$ cat src/rtl/yx_route_engine.sv
// -----------------------------------------------------------------------------
// yx_route_engine
//
// Dimension-ordered route computation for one router input port. The head flit
// of each packet carries the destination address, which selects an output
// direction. That direction stays locked for the rest of the packet. Flits pass
// through a single output register that uses valid/ready flow control.
//
// Parameters
//   COORD_W  width of each X / Y coordinate field
//   FLIT_W   flit width (>= 2*COORD_W)
//   MODE     0 = YX order (Y resolved first), 1 = XY order (X resolved first)
//
// Ports
//   clk_i          clock, rising edge
//   rst_i          asynchronous active-high reset
//   router_addr_i  local address, {X, Y}, static during operation
//   in_valid_i     upstream flit valid
//   in_ready_o     engine accepts a flit this cycle
//   in_flit_i      flit; on a head flit, [2*COORD_W-1:0] holds the destination {X, Y}
//   in_head_i      head marker
//   in_tail_i      tail marker (head & tail = single-flit packet)
//   out_valid_o    output flit valid
//   out_ready_i    downstream accepts the output flit
//   out_flit_o     registered flit
//   out_tail_o     registered tail marker
//   out_dir_o      output port: 000 N, 001 S, 010 W, 011 E, 100 local
//   busy_o         a multi-flit packet route is locked
//   err_o          (only with YX_ROUTE_ERR_EN) one-cycle pulse after a
//                  non-head in IDLE or a head in PACKET was accepted
//
// Optional feature macro: YX_ROUTE_ERR_EN
// -----------------------------------------------------------------------------
module yx_route_engine #(
   parameter int COORD_W = 4,
   parameter int FLIT_W  = 32,
   parameter int MODE    = 0
) (
   input  logic                 clk_i,
   input  logic                 rst_i,
   input  logic [2*COORD_W-1:0] router_addr_i,
   input  logic                 in_valid_i,
   output logic                 in_ready_o,
   input  logic [FLIT_W-1:0]    in_flit_i,
   input  logic                 in_head_i,
   input  logic                 in_tail_i,
   output logic                 out_valid_o,
   input  logic                 out_ready_i,
   output logic [FLIT_W-1:0]    out_flit_o,
   output logic                 out_tail_o,
   output logic [2:0]           out_dir_o,
   output logic                 busy_o
`ifdef YX_ROUTE_ERR_EN
   ,
   output logic                 err_o
`endif
);

   typedef enum logic {
      IDLE,
      PACKET
   } state_t;

   typedef enum logic [2:0] {
      DIR_N = 3'b000,
      DIR_S = 3'b001,
      DIR_W = 3'b010,
      DIR_E = 3'b011,
      DIR_L = 3'b100
   } dir_t;

   state_t state_q, state_d;
   dir_t   dir_q, dir_d;
   dir_t   route_dir;
   dir_t   emit_dir;
   logic   emit;
   logic   xfer_in;
   logic   xfer_out;
`ifdef YX_ROUTE_ERR_EN
   logic   err_d;
`endif

   logic [COORD_W-1:0] dx, dy, rx, ry;

   assign dx = in_flit_i[2*COORD_W-1:COORD_W];
   assign dy = in_flit_i[COORD_W-1:0];
   assign rx = router_addr_i[2*COORD_W-1:COORD_W];
   assign ry = router_addr_i[COORD_W-1:0];

   // A new flit can enter when the output register is empty or is being
   // drained in this same cycle.
   assign in_ready_o = !out_valid_o | out_ready_i;
   assign xfer_in    = in_valid_i & in_ready_o;
   assign xfer_out   = out_valid_o & out_ready_i;
   assign busy_o     = (state_q == PACKET);

   // Route computation from the destination field of the incoming flit.
   // East is the direction of decreasing X and west of increasing X.
   always_comb begin
      dir_t y_dir;
      dir_t x_dir;
      y_dir = (dy > ry) ? DIR_N : DIR_S;
      x_dir = (dx < rx) ? DIR_E : DIR_W;
      if ((dx == rx) && (dy == ry))
         route_dir = DIR_L;
      else if (MODE == 0)
         route_dir = (dy != ry) ? y_dir : x_dir;
      else
         route_dir = (dx != rx) ? x_dir : y_dir;
   end

   // Next-state and emit decode.
   // NOTE: every signal gets a default first so that no path leaves one unassigned and infers a latch.
   always_comb begin
      state_d  = state_q;
      dir_d    = dir_q;
      emit     = 1'b0;
      emit_dir = dir_q;
`ifdef YX_ROUTE_ERR_EN
      err_d    = 1'b0;
`endif
      if (xfer_in) begin
         case (state_q)
            IDLE: begin
               if (in_head_i) begin
                  dir_d    = route_dir;
                  emit     = 1'b1;
                  emit_dir = route_dir;
                  if (!in_tail_i)
                     state_d = PACKET;
               end else begin
                  // Stray body/tail flit with no route: drop it.
`ifdef YX_ROUTE_ERR_EN
                  err_d = 1'b1;
`endif
               end
            end
            PACKET: begin
               // A head inside a packet is forwarded as a body flit on the
               // locked route. It is not re-routed.
               emit = 1'b1;
               if (in_tail_i)
                  state_d = IDLE;
`ifdef YX_ROUTE_ERR_EN
               if (in_head_i)
                  err_d = 1'b1;
`endif
            end
            default: state_d = IDLE;
         endcase
      end
   end

   // NOTE: sequential state uses non-blocking assignments so that every register samples pre-edge values.
   // NOTE: all control and datapath registers reset; there is no memory array here to exempt.
   always_ff @(posedge clk_i or posedge rst_i) begin
      if (rst_i) begin
         state_q     <= IDLE;
         dir_q       <= DIR_N;
         out_valid_o <= 1'b0;
         out_flit_o  <= '0;
         out_tail_o  <= 1'b0;
         out_dir_o   <= DIR_N;
      end else begin
         state_q <= state_d;
         dir_q   <= dir_d;
         if (emit) begin
            out_valid_o <= 1'b1;
            out_flit_o  <= in_flit_i;
            out_tail_o  <= in_tail_i;
            out_dir_o   <= emit_dir;
         end else if (xfer_out) begin
            out_valid_o <= 1'b0;
         end
      end
   end

`ifdef YX_ROUTE_ERR_EN
   always_ff @(posedge clk_i or posedge rst_i) begin
      if (rst_i)
         err_o <= 1'b0;
      else
         err_o <= err_d;
   end
`endif

endmodule
$ cat config.mk
export PLATFORM = sky130hd
export DESIGN_NAME = yx_route_engine
export DESIGN_NICKNAME = d
export VERILOG_FILES = /design/src/rtl/yx_route_engine.sv
export SDC_FILE = /design/constraint.sdc
export NUM_CORES = 1
export LEC_CHECK = 0
export CAP_MARGIN = 20
export CORE_ASPECT_RATIO = 2
export CORE_MARGIN = 1
export CORE_UTILIZATION = 30
export CTS_BUF_LIST = sky130_fd_sc_hd__clkbuf_2 sky130_fd_sc_hd__clkbuf_4 sky130_fd_sc_hd__clkbuf_8
export DETAILED_ROUTE_END_ITERATION = 8
export PLACE_DENSITY = 0.58
export REMOVE_ABC_BUFFERS = 1
export SLEW_MARGIN = 10
export SYNTH_ARGS = -nofsm -noshare
export SYNTH_HDL_FRONTEND = slang
export SYNTH_SLANG_ARGS = --single-unit
$ cat constraint.sdc
create_clock -name clk_i -period 1.7 [get_ports clk_i]
set_input_delay 0.34 -clock clk_i [delete_from_list [all_inputs] [get_ports clk_i]]
set_output_delay 0.34 -clock clk_i [all_outputs]
set_load 0.02 [all_outputs]
==> impl_metrics.tcl <==
set metrics [dict create \
    outcome "complete, no violations" \
    ys_seq_area_share_pct 57.4 \
    vdd_drop_max_uv 885 \
    core_area_um2 5710 \
    crit_path_start_kind "input port" \
    power_mw 3.20 \
    slew_violations 0 \
    first_global_vias 1545 \
    synth_edf_count 0 \
    routabilityCongestion 0.709 \
    hold_path.class "in2async" \
    dr.pass1.iters 3 \
    grt_pass1_wl_um 7290 \
    required_ns 1.89 \
    cp-end-kind "register" \
    period_share_pct 97.5 \
    cts_buffers 5 \
    area_growth_pct 66.8 \
    ys_seq_elements 41 \
    async_flop_share_pct 100 \
    setup_tns_ns 0 \
    crit_path_max_fanout 2 \
    cts_hold_buf 0 \
    globalRouteOverflowTotal 0 \
    instances_no_fill 288 \
    portBuffers 84 \
    die_w_um 56.6 \
    htreeDepth 2 \
    grt_antenna_before_repair 0 \
    finalCriticalPeriod_ns 1.66 \
    syn_inst 126 \
    relSlewSlack_pct 82.1 \
    die-height_um 111 \
    power.density_nw_per_um2 1070 \
    cts_tree "yes" \
    core.rowCount 39 \
    path_cells "clkdlybuf4s50_1, ha_1, nand4_1, and2b_4, mux2_4, mux2_4" \
    start_util_pct 31.3 \
    worst_slew_pin_slew_ns 0.268 \
    ys.warnings.count 0 \
    vias_per_cell 4.74 \
    yosys_most_used_dff "dfrtp_1" \
    syn-cell-area_um2 1790 \
    io_pins 85 \
    clk_path_buf_depth 2 \
    rsz0062_at_grt "no" \
    vias 1366 \
    leakage_nw 1.29 \
    criticalPathCategory "in2reg" \
    clk_latency_ns 0.30 \
    root_buffer "clkbuf_8" \
    num_antenna_cells 0 \
    drive_above_1_share_pct 30.4 \
    setup-violations-final 0 \
    dpl.hpwl_um 3360 \
    crit_path_frequent_cell "mux2_4" \
    wl_per_cell_um 15.4 \
    maxCapViolCount 0 \
    max_freq_mhz 603 \
    clock_skew_ns 0.00620 \
    grt_max_degree 42 \
    dp.cells 277 \
    grt_usage_pct 15.4 \
    critPathArrivalTime_ns 1.85 \
    cts_sinks 41 \
    ys_types 26 \
    wl_um 4430 \
    hold_viol 0 \
    drtIter0Drc 20 \
    cpPeakStageDelay_ns 0.40 \
    ant_nets 0 \
    nets 280 \
    drc 0 \
    slowest_stage "clkdlybuf4s50_1" \
    path_clk_slew_ns 0.08 \
    fp.dieArea_um2 6290 \
    avgSynthCellArea_um2 14.2 \
]
cell families after synthesis:
kind of cell             synth area share (%)
flip-flops                               57.4
multiplexers                             22.0
buffers and inverters                    3.99
AND/OR/NAND/NOR                          5.88
AO/OA/AOI/OAI                            5.11
adder cells (fa/ha/maj)                  5.60
cell type report:
cell class	instances	area, um^2
Inverter	12	45.0
Timing Repair Buffer	97	942
Fill cell	539	2730
Tap cell	61	76.3
Clock buffer	6	76.3
Clock inverter	2	10.0
Multi-Input combinational cell	69	807
Sequential cell	41	1030
metrics by stage:
stage	cell area, um^2	setup WS (ns)	utilization, %	hold slack [ns]
2_1_floorplan	1760	-0.453	-	0.451
3_3_place_gp	2790	-0.442	48.8	0.463
3_5_place_dp	2790	-0.498	48.8	0.472
4_1_cts	2980	0.0367	52.2	0.377
5_1_grt	2980	0.00123	52.2	0.397
6_report	2980	0.0424	52.2	0.369
cells in the final DEF (no fill, tap or decap), drive strengths merged, types with 2 or more instances in the layout:
cell type / instances
o21ai: 4
ha: 8
dlygate4sd2: 17
nor2: 2
nand2: 5
dfrtp: 41
nand3: 2
mux2: 35
a21oi: 2
inv: 11
clkbuf: 6
buf: 13
nand4: 2
clkinv: 3
o211ai: 2
clkdlybuf4s50: 67
registers in the layout, summed over array words and instances, names as in the netlist:
register / count
busy_o: 1
dir_q: 3
out_dir_o: 3
out_flit_o: 32
out_tail_o: 1
out_valid_o: 1
layer usage:
layer	GRT usage (%)	share of wire [%]	vias up
li1	-	-	635
met1	14.9	34	678
met2	28.4	57	48
met3	5.72	7.0	5
met4	5.85	1.7	0
met5	0	0	-
cells in the mapped netlist, types with 2 or more instances:
| library cell | count | share of area (%) |
|---|---|---|
| a21oi_1 | 2 | 0.56 |
| buf_2 | 3 | 0.84 |
| dfrtp_1 | 41 | 57 |
| ha_1 | 8 | 5.6 |
| inv_1 | 12 | 2.5 |
| mux2_1 | 9 | 5.7 |
| mux2_2 | 26 | 16 |
| nand2_1 | 5 | 1.0 |
| o21ai_0 | 2 | 0.56 |
| o21ai_1 | 2 | 0.56 |
final timing paths:
| check | slack, ns | cells after the start | endpoint | start |
|---|---|---|---|---|
| hold / removal | 0.37 | 3 | out_flit_o[2] | rst_i |
| max in group asynchronous | 1.12 | 3 | out_flit_o[20] | rst_i |
| min in group clk_i | 0.48 | 2 | out_flit_o[4] | out_flit_o[4] |
| setup / recovery | 0.04 | 6 | out_dir_o[1] | router_addr_i[4] |
| hold reg to reg | 0.48 | 2 | out_flit_o[4] | out_flit_o[4] |
| setup reg to reg | 0.26 | 5 | out_dir_o[2] | out_valid_o |
report_power, final:
group          internal, mW  switching, mW
combinational         0.679          0.568
sequential             1.19          0.123
clock                 0.301          0.335
total                  2.17           1.03
worst max-delay path: cells and delay by family:
kind / cells / cell delay (ns)
muxes: 2 / 0.53
buffers and inverters: 1 / 0.40
adders and majority gates: 1 / 0.28
and+or+nand+nor: 2 / 0.30
what timing repair did:
| item | CTS | global route |
|---|---|---|
| endpoints found under the hold margin | 0 | 0 |
| gates resized for setup | 35 | 0 |
| buffers inserted | 3 | 0 |
| setup endpoints to repair | 6 | 0 |
(Power assumes the default switching activity.)
